$ cat config.mk
export PLATFORM = sky130hd
export DESIGN_NAME = weight_fetch_ctrl_flat
export DESIGN_NICKNAME = d
export VERILOG_FILES = /design/src/rtl/weight_fetch_ctrl_pkg.sv /design/src/rtl/weight_fetch_ctrl_if.sv /design/src/rtl/weight_fetch_ctrl_fifo.sv /design/src/rtl/weight_fetch_ctrl.sv /design/src/flat_wrapper.sv
export SDC_FILE = /design/constraint.sdc
export NUM_CORES = 1
export LEC_CHECK = 0
export CAP_MARGIN = 40
export CORE_MARGIN = 4
export CORE_UTILIZATION = 45
export DETAILED_ROUTE_END_ITERATION = 10
export GPL_TIMING_DRIVEN = 0
export PLACE_DENSITY = 0.67
export SLEW_MARGIN = 30
export SYNTH_ARGS = -nofsm -noshare
export SYNTH_HDL_FRONTEND = slang
export SYNTH_SLANG_ARGS = --single-unit
export TNS_END_PERCENT = 30
$ cat constraint.sdc
create_clock -name clk -period 6.6 [get_ports clk]
set_clock_uncertainty 0.2 [all_clocks]
set_input_delay 1.65 -clock clk [delete_from_list [all_inputs] [get_ports clk]]
set_output_delay 1.65 -clock clk [all_outputs]
set_load 0.01 [all_outputs]
$ cat src/rtl/weight_fetch_ctrl_pkg.sv
// Shared types and constants for the conv-layer weight fetch controller.
package weight_fetch_ctrl_pkg;

    localparam int DATA_LEN   = 8;
    localparam int KSIZE      = 9;
    localparam int FIFO_DEPTH = 4;
    localparam int CREDITS    = 4;

    typedef enum logic [1:0] {
        ST_IDLE,
        ST_RUN,
        ST_DRAIN,
        ST_DONE
    } state_t;

    // Counter width for a 0..limit-1 range, never narrower than one bit.
    function automatic int cnt_width(input int limit);
        return (limit <= 1) ? 1 : $clog2(limit);
    endfunction

endpackage

$ cat src/rtl/weight_fetch_ctrl_if.sv
// ROM port and kernel-word stream between the fetch controller, weight ROM and MAC array.
interface weight_fetch_ctrl_if import weight_fetch_ctrl_pkg::*; #(
    parameter int dwidth = KSIZE * DATA_LEN,
    parameter int awidth = 8
);
    logic [awidth-1:0] rom_addr;
    logic [dwidth-1:0] rom_q;
    logic [dwidth-1:0] w_data;
    logic              w_valid;
    logic              w_ready;
    logic              w_last_k;
    logic              w_last;

    modport master (
        output rom_addr,
        input  rom_q,
        output w_data,
        output w_valid,
        output w_last_k,
        output w_last,
        input  w_ready
    );

    modport slave (
        input  rom_addr,
        output rom_q,
        input  w_data,
        input  w_valid,
        input  w_last_k,
        input  w_last,
        output w_ready
    );
endinterface

$ cat src/rtl/weight_fetch_ctrl_fifo.sv
// Four-entry first-word-fall-through FIFO holding kernel words with their last_k/last tags.
module weight_fetch_ctrl_fifo import weight_fetch_ctrl_pkg::*; #(
    parameter int width = 74
) (
    input  logic                            clk,
    input  logic                            rst_n,
    input  logic                            wr_en,
    input  logic [width-1:0]                wr_data,
    input  logic                            rd_en,
    output logic [width-1:0]                rd_data,
    output logic                            empty,
    output logic [$clog2(FIFO_DEPTH):0]     count
);
    localparam int PW = $clog2(FIFO_DEPTH);
    localparam logic [PW:0] FULL = (PW + 1)'(FIFO_DEPTH);

    logic [width-1:0] mem [FIFO_DEPTH];
    logic [PW-1:0]    wr_ptr;
    logic [PW-1:0]    rd_ptr;
    logic [PW:0]      cnt_q;
    logic             do_wr;
    logic             do_rd;

    assign do_rd   = rd_en && (cnt_q != '0);
    assign do_wr   = wr_en && ((cnt_q != FULL) || do_rd);
    assign empty   = (cnt_q == '0);
    assign count   = cnt_q;
    assign rd_data = mem[rd_ptr];

    always_ff @(posedge clk) begin
        if (do_wr) begin
            mem[wr_ptr] <= wr_data;
        end
    end

    always_ff @(posedge clk) begin
        if (!rst_n) begin
            wr_ptr <= '0;
            rd_ptr <= '0;
            cnt_q  <= '0;
        end else begin
            if (do_wr) begin
                wr_ptr <= wr_ptr + 1'b1;
            end
            if (do_rd) begin
                rd_ptr <= rd_ptr + 1'b1;
            end
            case ({do_wr, do_rd})
                2'b10:   cnt_q <= cnt_q + 1'b1;
                2'b01:   cnt_q <= cnt_q - 1'b1;
                default: cnt_q <= cnt_q;
            endcase
        end
    end

endmodule

$ cat src/rtl/weight_fetch_ctrl.sv
// Walks filters x kernels of a conv layer through the weight ROM, replaying each filter
// 'reps' times, and streams the 3x3 kernel words to the MAC array over valid/ready.
//
//  state    | meaning
//  ---------+-----------------------------------------------------------
//  ST_IDLE  | waiting for start; counters hold, rom_addr holds
//  ST_RUN   | issuing ROM reads while FIFO credit is available
//  ST_DRAIN | all addresses issued; waiting for the w_last transfer
//  ST_DONE  | one-cycle done pulse, then back to idle
module weight_fetch_ctrl import weight_fetch_ctrl_pkg::*; #(
    parameter int dwidth = KSIZE * DATA_LEN,
    parameter int awidth = 8,
    parameter int n_out  = 32,
    parameter int n_in   = 5,
    parameter int reps   = 1
) (
    input  logic                clk,
    input  logic                rst_n,
    input  logic                start,
    weight_fetch_ctrl_if.master bus,
    output logic                busy,
    output logic                done
);
    localparam int KW = cnt_width(n_in);
    localparam int RW = cnt_width(reps);
    localparam int FW = cnt_width(n_out);
    localparam int EW = dwidth + 2;
    localparam int CW = $clog2(FIFO_DEPTH) + 1;

    localparam logic [KW-1:0]     K_LAST    = KW'(n_in - 1);
    localparam logic [RW-1:0]     R_LAST    = RW'(reps - 1);
    localparam logic [FW-1:0]     F_LAST    = FW'(n_out - 1);
    localparam logic [awidth-1:0] BASE_STEP = awidth'(n_in);
    localparam logic [CW:0]       CRED_LIM  = (CW + 1)'(CREDITS);

    state_t            state_q, state_d;
    logic [KW-1:0]     k_q;
    logic [RW-1:0]     r_q;
    logic [FW-1:0]     f_q;
    logic [awidth-1:0] base_q;
    logic [awidth-1:0] addr_hold_q;
    logic [awidth-1:0] cur_addr;
    logic              pipe_v_q;
    logic              pipe_lk_q;
    logic              pipe_last_q;
    logic              issue;
    logic              tag_lk;
    logic              tag_last;
    logic              xfer;
    logic [CW-1:0]     occ;
    logic              fifo_empty;
    logic [EW-1:0]     fifo_rd;

    assign tag_lk   = (k_q == K_LAST);
    assign tag_last = tag_lk && (r_q == R_LAST) && (f_q == F_LAST);
    assign cur_addr = base_q + awidth'(k_q);

    // Credit covers words already buffered plus the read still in the ROM pipe.
    assign issue = (state_q == ST_RUN) &&
                   (({1'b0, occ} + {{CW{1'b0}}, pipe_v_q}) < CRED_LIM);

    assign bus.rom_addr = issue ? cur_addr : addr_hold_q;

    always_ff @(posedge clk) begin
        if (!rst_n) begin
            state_q <= ST_IDLE;
        end else begin
            state_q <= state_d;
        end
    end

    always_comb begin
        state_d = state_q;
        case (state_q)
            ST_IDLE:  if (start) state_d = ST_RUN;
            ST_RUN:   if (issue && tag_last) state_d = ST_DRAIN;
            ST_DRAIN: if (xfer && bus.w_last) state_d = ST_DONE;
            ST_DONE:  state_d = ST_IDLE;
            default:  state_d = ST_IDLE;
        endcase
    end

    assign busy = (state_q != ST_IDLE);
    assign done = (state_q == ST_DONE);

    // k fastest, then r, then f; counters freeze on the final issue so rom_addr holds.
    always_ff @(posedge clk) begin
        if (!rst_n) begin
            k_q         <= '0;
            r_q         <= '0;
            f_q         <= '0;
            base_q      <= '0;
            addr_hold_q <= '0;
        end else if ((state_q == ST_IDLE) && start) begin
            k_q    <= '0;
            r_q    <= '0;
            f_q    <= '0;
            base_q <= '0;
        end else if (issue) begin
            addr_hold_q <= cur_addr;
            if (!tag_lk) begin
                k_q <= k_q + 1'b1;
            end else if (!tag_last) begin
                k_q <= '0;
                if (r_q != R_LAST) begin
                    r_q <= r_q + 1'b1;
                end else begin
                    r_q    <= '0;
                    f_q    <= f_q + 1'b1;
                    base_q <= base_q + BASE_STEP;
                end
            end
        end
    end

    always_ff @(posedge clk) begin
        if (!rst_n) begin
            pipe_v_q    <= 1'b0;
            pipe_lk_q   <= 1'b0;
            pipe_last_q <= 1'b0;
        end else begin
            pipe_v_q    <= issue;
            pipe_lk_q   <= tag_lk;
            pipe_last_q <= tag_last;
        end
    end

    weight_fetch_ctrl_fifo #(
        .width (EW)
    ) u_fifo (
        .clk     (clk),
        .rst_n   (rst_n),
        .wr_en   (pipe_v_q),
        .wr_data ({pipe_last_q, pipe_lk_q, bus.rom_q}),
        .rd_en   (xfer),
        .rd_data (fifo_rd),
        .empty   (fifo_empty),
        .count   (occ)
    );

    assign xfer         = bus.w_valid && bus.w_ready;
    assign bus.w_valid  = !fifo_empty;
    assign bus.w_data   = fifo_rd[dwidth-1:0];
    // Storage is not reset, so tags are qualified to read as zero when nothing is held.
    assign bus.w_last_k = !fifo_empty && fifo_rd[dwidth];
    assign bus.w_last   = !fifo_empty && fifo_rd[dwidth+1];

endmodule

$ cat src/flat_wrapper.sv
// flat-port wrapper written by rule: the top's interface ports become plain ports
module weight_fetch_ctrl_flat import weight_fetch_ctrl_pkg::*;
#(
    parameter int dwidth = KSIZE * DATA_LEN,
    parameter int awidth = 8,
    parameter int n_out  = 32,
    parameter int n_in   = 5,
    parameter int reps   = 1
)
  (clk, rst_n, start, busy, done, bus_rom_addr, bus_rom_q, bus_w_data, bus_w_valid, bus_w_last_k, bus_w_last, bus_w_ready);
  weight_fetch_ctrl_if #(.dwidth(dwidth), .awidth(awidth)) bus_i ();
  input  logic clk;
  input  logic rst_n;
  input  logic start;
  output logic busy;
  output logic done;
  output wire logic [$bits(bus_i.rom_addr)-1:0] bus_rom_addr;
  input wire logic [$bits(bus_i.rom_q)-1:0] bus_rom_q;
  output wire logic [$bits(bus_i.w_data)-1:0] bus_w_data;
  output wire logic [$bits(bus_i.w_valid)-1:0] bus_w_valid;
  output wire logic [$bits(bus_i.w_last_k)-1:0] bus_w_last_k;
  output wire logic [$bits(bus_i.w_last)-1:0] bus_w_last;
  input wire logic [$bits(bus_i.w_ready)-1:0] bus_w_ready;
  assign bus_rom_addr = bus_i.rom_addr;
  assign bus_i.rom_q = bus_rom_q;
  assign bus_w_data = bus_i.w_data;
  assign bus_w_valid = bus_i.w_valid;
  assign bus_w_last_k = bus_i.w_last_k;
  assign bus_w_last = bus_i.w_last;
  assign bus_i.w_ready = bus_w_ready;
  weight_fetch_ctrl #(.dwidth(dwidth), .awidth(awidth), .n_out(n_out), .n_in(n_in), .reps(reps)) u_core (.clk(clk), .rst_n(rst_n), .start(start), .bus(bus_i), .busy(busy), .done(done));
endmodule
# ---- Yosys cells after proc, flatten, opt, wreduce, memory -nomap -nowiden
# Memory sizes are Yosys's and may differ from the RTL's. A register that Yosys moved wholly into a read port is not among the register bits.
# Cells that the tools add are included.
dict set report classes {
  n_mux 13
  eq_ne 12
  n_reduce_logical 23
  bitwise_logic 3
  addsub 10
  magnitude_cmp 1
}
# cell count
set op_table {}
lappend op_table {{logical AND 1 bit} 11}
lappend op_table {{2-to-1 mux 2 bit} 5}
lappend op_table {{adder 8 x 3 -> 8 bit} 1}
lappend op_table {{adder 8 x 3 -> 8 bit, second input constant} 1}
lappend op_table {{2-to-1 mux 8 bit} 1}
lappend op_table {{one-hot mux 2 bit (4 select lines)} 1}
lappend op_table {{adder 3 x 1 -> 3 bit, second input constant} 2}
lappend op_table {{equality test 2 bit, second input constant} 3}
lappend op_table {{2-to-1 mux 3 bit} 2}
lappend op_table {{!= test 2 bit, second input constant} 3}
lappend op_table {{one-hot mux 3 bit (2 select lines)} 1}
lappend op_table {{AND reduction 3 bit} 2}
lappend op_table {{adder 5 x 1 -> 5 bit, second input constant} 1}
lappend op_table {{equality test 5 bit, second input constant} 1}
lappend op_table {{adder 2 x 1 -> 2 bit, second input constant} 2}
lappend op_table {{adder 3 x 1 -> 4 bit} 1}
lappend op_table {{equality test 2 x 1 -> 1 bit, second input constant} 2}
lappend op_table {{less-than comparator 4 x 3 -> 1 bit, second input constant} 1}
lappend op_table {{AND reduction 4 bit} 1}
lappend op_table {{nonzero test 2 bit} 2}
lappend op_table {{equality test 3 bit, second input constant} 1}
lappend op_table {{zero test 3 bit} 1}
lappend op_table {{2-to-1 mux 1 bit} 3}
lappend op_table {{!= test 3 bit, second input constant} 1}
lappend op_table {{other kinds (10)} 12}
dict set report word_totals {
  ff_bits 37
  output_inout_bits 85
  elab_cells 75
  ramBits 296
  memories 1
}
# name words word_bits rd rd_ports_with_merged_regs write_ports line
set mem_list {}
lappend mem_list {u_core.u_fifo.mem 4 74 1 1 1 weight_fetch_ctrl_fifo.sv:17} ;# logic [width-1:0] mem [FIFO_DEPTH];

# ---- Longest topological paths before layout
# Gate-level depths: netlist of run 1.
dict set report logic_depth {
  word_depth 8
  mapped_depth 8
}

# ---- By module
# From an unflattened synthesis of run 1, not the netlist that was laid out.
dict set report hier_totals {
  hier_cells 626
  area_unflattened_um2 12753.5
}
# mod area_per_inst_um2 seq_area_each_um2 cells_per_inst instances
set modules_own_cells {}
lappend modules_own_cells {weight_fetch_ctrl_fifo 11165.7 9068.7 442 1}
lappend modules_own_cells {weight_fetch_ctrl 1587.8 580.6 184 1}

# ---- Worst setup path after synthesis of run 1
# OpenSTA, ideal clock, no wires.
dict set report synth_path {
  path_kind {reg2out}
  start {reg u_core.k_q[0]}
  end {out bus_rom_addr[6]}
  n_path_buf 0
  arrival_ps 1708
  path_stages_with_launch 8
  required_time_ps 4750
  slack_ps 3042
  path_cell_list {dfxtp_1 > ha_1 > inv_1 > fa_1 > nor2b_1 > o2111ai_1 > xor2_1 > o21ai_0}
}
dict set report synth_between {
  elab_chain_len 2
}
# element line
set synth_lines {}
lappend synth_lines {{start, declared} weight_fetch_ctrl.sv:37} ;# logic [KW-1:0] k_q;
lappend synth_lines {{start signal, assigned} weight_fetch_ctrl.sv:102} ;# k_q <= k_q + 1'b1;
lappend synth_lines {{adder 8 x 3 -> 8 bit} weight_fetch_ctrl.sv:56} ;# assign cur_addr = base_q + awidth'(k_q);
lappend synth_lines {{2-to-1 mux 8 bit} n/a}
lappend synth_lines {{end, declared} flat_wrapper.sv:17} ;# output wire logic [$bits(bus_i.rom_addr)-1:0] bus_rom_addr;
# Every way passes these cells.

# ---- Final worst setup path of run 1
dict set report layout_path {
  start {reg u_core.base_q[0]}
  end {out bus_rom_addr[6]}
}
dict set report layout_between {
  elab_chain_len 2
}
# element line
set layout_lines {}
lappend layout_lines {{start, declared} weight_fetch_ctrl.sv:40} ;# logic [awidth-1:0] base_q;
lappend layout_lines {{start signal, assigned} weight_fetch_ctrl.sv:110} ;# base_q <= base_q + BASE_STEP;
lappend layout_lines {{adder 8 x 3 -> 8 bit} weight_fetch_ctrl.sv:56}
lappend layout_lines {{2-to-1 mux 8 bit} n/a}
# Every way passes these cells.

==> results of run 1 <==
## kinds of logic after synthesis
logic type,Yosys count
buffers and inverters,40
flip-flops,334
AO/OA/AOI/OAI,56
AND/OR/NAND/NOR,93
XOR/XNOR,13
multiplexers,78
adder cells (fa/ha/maj),19
## cells in the mapped netlist, drive strengths merged, types with 5 or more instances
master	instances	area (um2)
edfxtp	296	8890
mux4	73	1640
dfxtp	38	761
nand2	27	104
buf	19	97.6
a21oi	18	90.1
nor2	18	67.6
ha	17	213
o21ai	14	70.1
inv	12	45.0
nand3	12	72.6
and3	10	67.6
xor2	10	87.6
clkbuf	9	33.8
a31oi	6	52.6
or3	6	38.8
and2	5	32.5
mux2i	5	50.1
## worst min path at each step
| stage | start | endpoint | slack, ns |
|---|---|---|---|
| 3_3_place_gp | u_core.pipe_last_q$_SDFF_PN0_ | u_core.u_fifo.mem[2][73]$_DFFE_PP_ | 0.24 |
| 2_1_floorplan | u_core.pipe_lk_q$_SDFF_PN0_ | u_core.u_fifo.mem[0][72]$_DFFE_PP_ | 0.24 |
| 3_5_place_dp | u_core.addr_hold_q[1]$_SDFFE_PN0N_ | u_core.addr_hold_q[1]$_SDFFE_PN0N_ | 0.27 |
| 4_1_cts | u_core.addr_hold_q[1]$_SDFFE_PN0N_ | u_core.addr_hold_q[1]$_SDFFE_PN0N_ | 0.28 |
| 6_report | u_core.addr_hold_q[1]$_SDFFE_PN0N_ | u_core.addr_hold_q[1]$_SDFFE_PN0N_ | 0.28 |
| 5_1_grt | u_core.addr_hold_q[1]$_SDFFE_PN0N_ | u_core.addr_hold_q[1]$_SDFFE_PN0N_ | 0.31 |
## final cells by class
type	count	area [um2]	area share (%)
Inverter	12	45.0	0.280
Clock buffer	43	950	5.91
Timing Repair Buffer	167	1750	10.9
Buffer	28	131	0.817
Sequential cell	334	9650	60.0
Tap cell	378	473	2.94
Clock inverter	22	154	0.957
Multi-Input combinational cell	259	2920	18.2
## metal layers
layer	global-route usage [%]	share of wire (%)	wire length (um)	vias up
li1	-	-	-	2981
met2	29.0	51	13400	239
met3	3.68	6.5	1690	36
met4	3.31	1.6	426	4
met1	22.1	41	10600	3434
met5	0	0.10	27	-
## worst max-delay path, stage by stage, from the launching register on
cell	delay (ns)
dfxtp_1	0.44
ha_1	0.23
inv_1	0.06
fa_1	0.41
nor2b_1	0.17
o2111ai_1	0.14
xor2_1	0.20
o21ai_0	0.22
clkdlybuf4s50_1	0.58
## power breakdown
part | switching, mW | internal, mW
logic | 0.682 | 0.790
clock network | 0.774 | 1.07
registers | 0.0574 | 2.46
## layout by cell type, fill, tap and decap left out, drive strengths merged, types with 3 or more instances in the layout
cell type      synthesis  final
mux2i                  5      5
nand2b                 3      3
xnor2                  3      3
inv                   12     14
ha                    17     17
o21ai                 14     14
clkdlybuf4s50          0    160
dfxtp                 38     38
clkbuf                 9     52
a21oi                 18     18
nand4                  3      3
edfxtp               296    296
buf                   19     26
and3                  10     10
or3                    6      6
clkinv                 0     17
a31oi                  6      6
and2                   5      5
xor2                  10     10
a211oi                 3      3
mux4                  73     73
nand3                 12     12
nand2                 27     27
nor2                  18     18
## stage by stage
stage / cell area [um2] / hold WS, ns / instances / total power, mW
5_1_grt: 16100 / 0.305 / 1243 / 6.11
3_5_place_dp: 15000 / 0.273 / 1178 / 4.05
4_1_cts: 16100 / 0.284 / 1243 / 5.92
3_3_place_gp: 14800 / 0.244 / 1171 / 4.00
6_report: 16100 / 0.280 / 1243 / 5.83
2_1_floorplan: 12700 / 0.238 / 633 / 3.34
## registers in the layout, summed over array words and instances, names as in the netlist, named ones only
register / cells
u_core.u_fifo.count: 3
u_core.addr_hold_q: 8
u_core.u_fifo.rd_ptr: 2
u_core.pipe_v_q: 1
u_core.pipe_last_q: 1
u_core.u_fifo.wr_ptr: 2
u_core.k_q: 3
u_core.u_fifo.mem: 296
u_core.f_q: 5
u_core.pipe_lk_q: 1
u_core.state_q: 2
u_core.base_q: 8
==> results.txt, run 1 <==
portion of netlist area occupied by mux cells -> 13.3%
Global Route Usage Sum -> 16.7%
FF-to-FF End -> u_core.u_fifo.count[1]$_SDFFE_PN0P_
Post-synth EDFFs -> 296
global placement routability congestion -> 0.857
worst r2r path cells -> 7
clk root buf -> clkbuf_16
Simple-Gate Fraction of Synth Area -> 3.85%
1st-iter DRT viols -> 534
status -> finished, final reports clean
Area Overhead vs Synth -> 26.2%
Sum Neg Setup Slack -> 0 ns
Final WS setup -> 1.82 ns
grt total ovfl -> 0
PwrDens -> 363 nW/um2
Fillers -> 2028
CTS tree -> built
iteration count of the initial detailed-routing pass -> 6
Netlist cell types -> 49
Vias -> 6694
Slew HR -> 49.2%
synthesized area -> 12700 um2
Crit Reg-Reg Startpoint -> u_core.u_fifo.count[0]$_SDFFE_PN0P_
utilization after layout -> 57.7%
Worst-Margin Slew -> 0.755 ns
Final nets -> 933
die height -> 176 um
Post-CTS Setup Inserts -> 0
xor/xnor share of the synthesized area -> 0.894%
fmax -> 209 MHz
vias per cell -> 5.39
wire per inst -> 21.0 um
Max Cap Viol -> 0
Final period util -> 72.4%
post-placement setup slack -> 2.39 ns
vias in the first global route -> 7112
# port buffers -> 160
die area -> 31100 um2
Initial Utilization -> 45.7%
DR DRC count -> 0
Tmin final -> 4.78 ns
hold violation count in the final report -> 0
Crit. End Element -> primary output
Ant. Diodes -> 0
Syn. warnings -> 0
final setup fails -> 0
row count -> 61
ys async rst share -> 0%
Slew Limit Fails -> 0
H-tree depth -> 2
Routed Antenna Nets -> 0
Setup CP Type -> flop to primary output
worst hold path class -> flop to flop
Max rail drop VDD -> 0.000197 V
#FFs+latches synth -> 334
DP Wirelength -> 17.1 mm
later-pin clock latency in the skew report -> 0.50 ns
clk sink count -> 334
core area -> 27900 um2
synthesized area per cell -> 20.1 um2
initial antenna violation count -> 2
largest family of logic cells by synthesized area -> multiplexers
adder-cell area share of the yosys netlist -> 1.98%
Die Wd -> 176 um
top-level I/O count -> 161
syn nets -> 728
first-pass GRT wire length -> 40.4 mm
CP arrival -> 2.93 ns
total CTS buffers -> 36
Reg2Reg Setup Slack -> 3.96 ns
worst endpoint required time -> 4.75 ns
RSZ-0062 raised after global routing -> false
layout cell share with drive strength beyond 1 -> 18.8%
Post-CTS Resized -> 0
Worst setup SP type -> flop
sequential area share after synthesis -> 75.8%
CP Capture Point -> bus_rom_addr[6]
Max FO, Critical Path -> 4
Synth Instances -> 633
CP startpoint -> u_core.base_q[0]$_SDFFE_PP0P_
Clock Path Buffers -> 3
Post-synth top flop -> edfxtp_1
Routed WL -> 26.1 mm
cts hold-fix bufs -> 0
pin count of the biggest net entering global routing -> 40
Hold Crit Depth -> 2
Compound-Gate Fraction of Synth Area -> 2.80%
CTS clock-pin slew for the worst setup and hold paths -> 0.06 ns
leakage -> 5.20 nW
(Power assumes the default switching activity.)
==> run 2, diff against run 1 <==
Settings changed: PLACE_DENSITY 0.67 to 0.7.
Clock period 6.6 ns to 4.05 ns, I/O delays scaled along.
==> results.txt, run 2 (synthesis gave the netlist of run 1 again) <==
status -> finished, final reports clean
CP Buf/Inv Count -> 3
Max rail drop VDD -> 0.000301 V
CP arrival -> 2.70 ns
die area -> 31100 um2
worst endpoint required time -> 2.84 ns
Fillers -> 2074
Crit. End Element -> primary output
Largest Register -> u_core.u_fifo.mem
RSZ-0062 raised after global routing -> false
1st-iter DRT viols -> 420
Slew HR -> 54.4%
vias in the first global route -> 6715
hold violation count in the final report -> 0
Max FO, Critical Path -> 10
pin count of the biggest net entering global routing -> 42
Slowest-stage cell, CP -> clkbuf_1
commonest non-fill, non-tap cell in the layout -> edfxtp_1
M2 GR Usage -> 26.1%
Area Overhead vs Synth -> 26.6%
DR DRC count -> 0
Slew Limit Fails -> 0
most frequent cells in the layout -> edfxtp_1, clkdlybuf4s50_1, mux4_2
H-tree depth -> 2
Vias -> 6477
# port buffers -> 160
met1 Usage GRT -> 21.5%
Hold EP -> u_core.f_q[4]$_SDFFE_PP0P_
worst r2r path cells -> 8
Regs by FF count -> u_core.u_fifo.mem: 296 flops, u_core.addr_hold_q: 8 flops, u_core.base_q: 8 flops
first-pass GRT wire length -> 38.1 mm
clk root buf -> clkbuf_16
Max Cap Viol -> 0
final setup fails -> 0
global placement routability congestion -> 0.782
Final nets -> 930
GR peak layer -> met2
Hold Crit Depth -> 2
Clock Path Buffers -> 3
Initial Utilization -> 45.7%
fmax -> 255 MHz
iteration count of the initial detailed-routing pass -> 5
Routed WL -> 24.5 mm
row count -> 61
CTS clock-pin slew for the worst setup and hold paths -> 0.06 ns
leakage -> 5.22 nW
layout cell share with drive strength beyond 1 -> 18.6%
number of flip-flops in the largest register -> 296
clk sink count -> 334
Die Wd -> 176 um
CP Cell Sequence -> buf_2 > clkbuf_1 > mux4_2 > clkdlybuf4s50_1
utilization after layout -> 57.9%
later-pin clock latency in the skew report -> 0.51 ns
wire per inst -> 19.8 um
Reg2Reg Setup Slack -> 1.60 ns
initial antenna violation count -> 2
top-level I/O count -> 161
DP Wirelength -> 15.7 mm
met3 usage -> 3.94%
CTS tree -> built
worst hold path class -> flop to flop
Crit Reg-Reg Startpoint -> u_core.f_q[0]$_SDFFE_PP0P_
PwrDens -> 596 nW/um2
Sum Neg Setup Slack -> 0 ns
core area -> 27900 um2
Ant. Diodes -> 0
Routed Antenna Nets -> 0
Post-CTS Setup Inserts -> 0
Setup CP Type -> flop to primary output
total CTS buffers -> 35
Worst-Margin Slew -> 0.683 ns
Global Route Usage Sum -> 15.8%
Max stage delay on crit path -> 0.57 ns
FF-to-FF End -> u_core.base_q[7]$_SDFFE_PP0P_
CP delay by family, top -> buffers and inverters
hold wc startpoint -> u_core.f_q[4]$_SDFFE_PP0P_
Worst setup SP type -> flop
die height -> 176 um
vias per cell -> 5.23
grt total ovfl -> 0
Final period util -> 96.7%
Tmin final -> 3.92 ns
run 2: cell count changes in the layout (fill, tap and decap cells not counted), moves of 3 or more:
| cell | change |
|---|---|
| buf_2 | -5 |
| clkbuf_4 | +5 |
| bufinv_16 | +3 |
| clkinv_2 | -3 |
run 2: cell type report:
cell class / instances / area [um2] / share of cell area [%]
sequential: 334 / 9650 / 59.9
tap: 378 / 473 / 2.93
inverter: 12 / 45.0 / 0.279
multi-input combinational: 259 / 2930 / 18.2
clock inverter: 21 / 216 / 1.34
timing repair buffer: 166 / 1740 / 10.8
buffer: 27 / 144 / 0.893
clock buffer: 42 / 923 / 5.73
run 2: metrics by stage:
step	hold WS [ns]	power (mW)	cells	cell area (um2)	setup WS (ns)
after floorplan	0.238	5.45	633	12700	1.13
after global placement	0.247	6.54	1171	14800	-0.0978
after detailed placement	0.258	6.58	1177	15000	0.503
after CTS	0.266	9.74	1240	16100	0.00472
after global routing	0.290	10.0	1239	16100	0.00117
final	0.265	9.60	1239	16100	0.135
run 2: worst max-delay path by stage:
stage	end	cells after the start
after global routing	bus_w_data[62]	4
final	bus_w_data[63]	4
after detailed placement	bus_rom_addr[7]	8
after floorplan	bus_rom_addr[6]	7
after CTS	bus_w_data[29]	5
after global placement	u_core.u_fifo.mem[0][38]$_DFFE_PP_	3
run 2: what timing repair did:
action / in CTS / in global routing
setup endpoints to repair: 4 / 43
hold buffers: 0 / 0
gates resized for setup: 6 / 7
run 2: per-layer routing:
metal | vias to the layer above | wire length, um
li1 | 2987 | -
met1 | 3285 | 10400
met2 | 169 | 12100
met3 | 32 | 1650
met4 | 4 | 342
met5 | - | 21
run 2: power breakdown:
group          switching, mW  internal [mW]  total [mW]
Combinational           1.08           1.30        2.38
Clock                   1.24           1.89        3.13
Sequential            0.0918           4.00        4.09
Total                   2.41           7.19        9.60
run 2: worst register-to-register path: cells and delay by family (launching register included):
kind                       cells  cell delay (ns)
DFF                            1             0.33
and+or+nand+nor                4             1.01
adders and majority gates      2             0.47
AOI/OAI and AO/OA              1             0.17
buffers and inverters          1             0.19
==> run 3, diff against run 2 <==
--- a/config.mk
+++ b/config.mk
@@ -7,4 +7,5 @@
 export LEC_CHECK = 0
 export CAP_MARGIN = 40
+export CORE_ASPECT_RATIO = 0.9
 export CORE_MARGIN = 4
 export CORE_UTILIZATION = 45
==> constraint.sdc (replaced) <==
create_clock -name clk -period 4.05 [get_ports clk]
set_clock_uncertainty 0.2 [all_clocks]
set_input_delay 0.405 -clock clk [delete_from_list [all_inputs] [get_ports clk]]
set_output_delay 0.405 -clock clk [all_outputs]
set_load 0.01 [all_outputs]
==> results.txt, run 3 (synthesis gave the netlist of run 1 again) <==
number of flip-flops in the largest register -> 296
Sum Neg Setup Slack -> 0 ns
Final Cell Area -> 16000 um2
clk sink count -> 334
CP Buf/Inv Count -> 4
die height -> 168 um
CP arrival -> 2.91 ns
Max FO, Critical Path -> 10
DP Area -> 14900 um2
vias in the first global route -> 6598
hold violation count in the final report -> 0
CTS clock-pin slew for the worst setup and hold paths -> 0.06 ns
Final period util -> 86.7%
Initial Utilization -> 45.6%
Worst setup SP type -> flop
Global Route Usage Sum -> 15.7%
top-level I/O count -> 161
total CTS buffers -> 35
Clock Path Buffers -> 3
final setup fails -> 0
fmax -> 285 MHz
CP startpoint -> u_core.state_q[1]$_SDFFE_PN0P_
Post-CTS Resized -> 0
FF-to-FF End -> u_core.u_fifo.count[1]$_SDFFE_PN0P_
leakage -> 5.15 nW
H-tree depth -> 2
Crit. End Element -> primary output
core area -> 27900 um2
grt total ovfl -> 0
Largest Register -> u_core.u_fifo.mem
Die Wd -> 185 um
Tmin final -> 3.51 ns
1st-iter DRT viols -> 432
Setup CP Type -> flop to primary output
DR DRC count -> 0
Reg2Reg Setup Slack -> 1.61 ns
Area Overhead vs Synth -> 25.3%
Vias -> 6529
worst r2r path cells -> 7
first-pass GRT wire length -> 38.0 mm
Hold EP -> u_core.f_q[4]$_SDFFE_PP0P_
worst hold path class -> flop to flop
global placement routability congestion -> 0.809
row count -> 58
DP Wirelength -> 15.7 mm
Routed WL -> 24.8 mm
Routed Antenna Nets -> 0
placed cells -> 1157
Ant. Diodes -> 0
hold wc startpoint -> u_core.f_q[4]$_SDFFE_PP0P_
commonest non-fill, non-tap cell in the layout -> edfxtp_1
Slew Limit Fails -> 0
PwrDens -> 589 nW/um2
Final nets -> 929
RSZ-0062 raised after global routing -> false
Max rail drop VDD -> 0.000288 V
iteration count of the initial detailed-routing pass -> 5
CTS tree -> built
pin count of the biggest net entering global routing -> 43
Slew HR -> 54.1%
Regs by FF count -> u_core.u_fifo.mem: 296 flops, u_core.addr_hold_q: 8 flops, u_core.base_q: 8 flops
die area -> 31100 um2
Max Cap Viol -> 0
clk root buf -> clkbuf_16
Max stage delay on crit path -> 0.58 ns
initial antenna violation count -> 0
vias per cell -> 5.36
layout cell share with drive strength beyond 1 -> 17.3%
wire per inst -> 20.4 um
status -> finished, final reports clean
CP delay by family, top -> buffers and inverters
Tot Pwr -> 9.39 mW
# port buffers -> 160
later-pin clock latency in the skew report -> 0.49 ns
Post-CTS Setup Inserts -> 0
Crit Reg-Reg Startpoint -> u_core.u_fifo.count[0]$_SDFFE_PN0P_
Worst-Margin Slew -> 0.688 ns
non-filler instance count after layout -> 1219
worst endpoint required time -> 3.44 ns
Hold Crit Depth -> 2
cts hold-fix bufs -> 0
Slowest-stage cell, CP -> clkdlybuf4s50_1
most frequent cells in the layout -> edfxtp_1, clkdlybuf4s50_1, mux4_2
CP Cell Sequence -> inv_1 > ha_1 > clkbuf_1 > and2_1 > buf_2 > nor2_1 > a31oi_1 > clkdlybuf4s50_1
run 3: changes by cell type in the layout (fill, tap and decap cells not counted), sizes merged:
cell           change
dlygate4sd2        -1
clkinvlp           -1
dlymetal6s2s       -1
clkinv             -2
buf                +2
bufinv             -3
clkdlybuf4s50      +2
clkbuf             +2
run 3: tightest hold or removal path: stages, from the launching register on:
cell and delay [ns]:
dfxtp_1 0.31, nand2_1 0.05, a21oi_1 0.05
run 3: how the worst max path moves through the flow:
stage | cells past startpoint | to | slack, ns
floorplan | 7 | bus_rom_addr[6] | 1.74
detailed placement | 5 | bus_w_data[56] | 1.09
global route | 8 | bus_rom_addr[6] | 0.33
finish | 8 | bus_rom_addr[7] | 0.54
CTS | 5 | bus_w_data[56] | 0.55
global placement | 3 | u_core.u_fifo.mem[0][50]$_DFFE_PP_ | 0.49
run 3: power by group:
| group | internal (mW) | switching, mW | leakage [nW] |
|---|---|---|---|
| registers | 4.00 | 0.0882 | 2.99 |
| logic | 1.28 | 1.10 | 1.65 |
| clock network | 1.70 | 1.22 | 0.513 |
| total | 6.99 | 2.40 | 5.15 |
run 3: cell type report:
| class | count | area, um2 |
|---|---|---|
| Buffer | 28 | 131 |
| Clock buffer | 47 | 942 |
| Clock inverter | 15 | 106 |
| Fill cell | 2097 | 12000 |
| Inverter | 12 | 45.0 |
| Multi-Input combinational cell | 259 | 2920 |
| Sequential cell | 334 | 9650 |
| Tap cell | 360 | 450 |
| Timing Repair Buffer | 164 | 1700 |
run 3: metrics by stage:
stage                     hold slack (ns)  worst slack (ns)  util, %
final                               0.262             0.539     57.1
after global routing                0.295             0.331     57.1
after CTS                           0.268             0.553     57.1
after detailed placement            0.259              1.09     53.3
after global placement              0.247             0.494     52.9
after floorplan                     0.238              1.74        -
run 3: per-layer routing:
layer / track usage (%) / wire length (um) / up-vias / part of all wire [%]
li1: - / - / 2965 / -
met1: 23.1 / 10900 / 3323 / 44
met2: 24.8 / 12000 / 210 / 48
met3: 2.93 / 1590 / 31 / 6.4
met4: 3.51 / 338 / 0 / 1.4
met5: 0 / 0 / - / 0
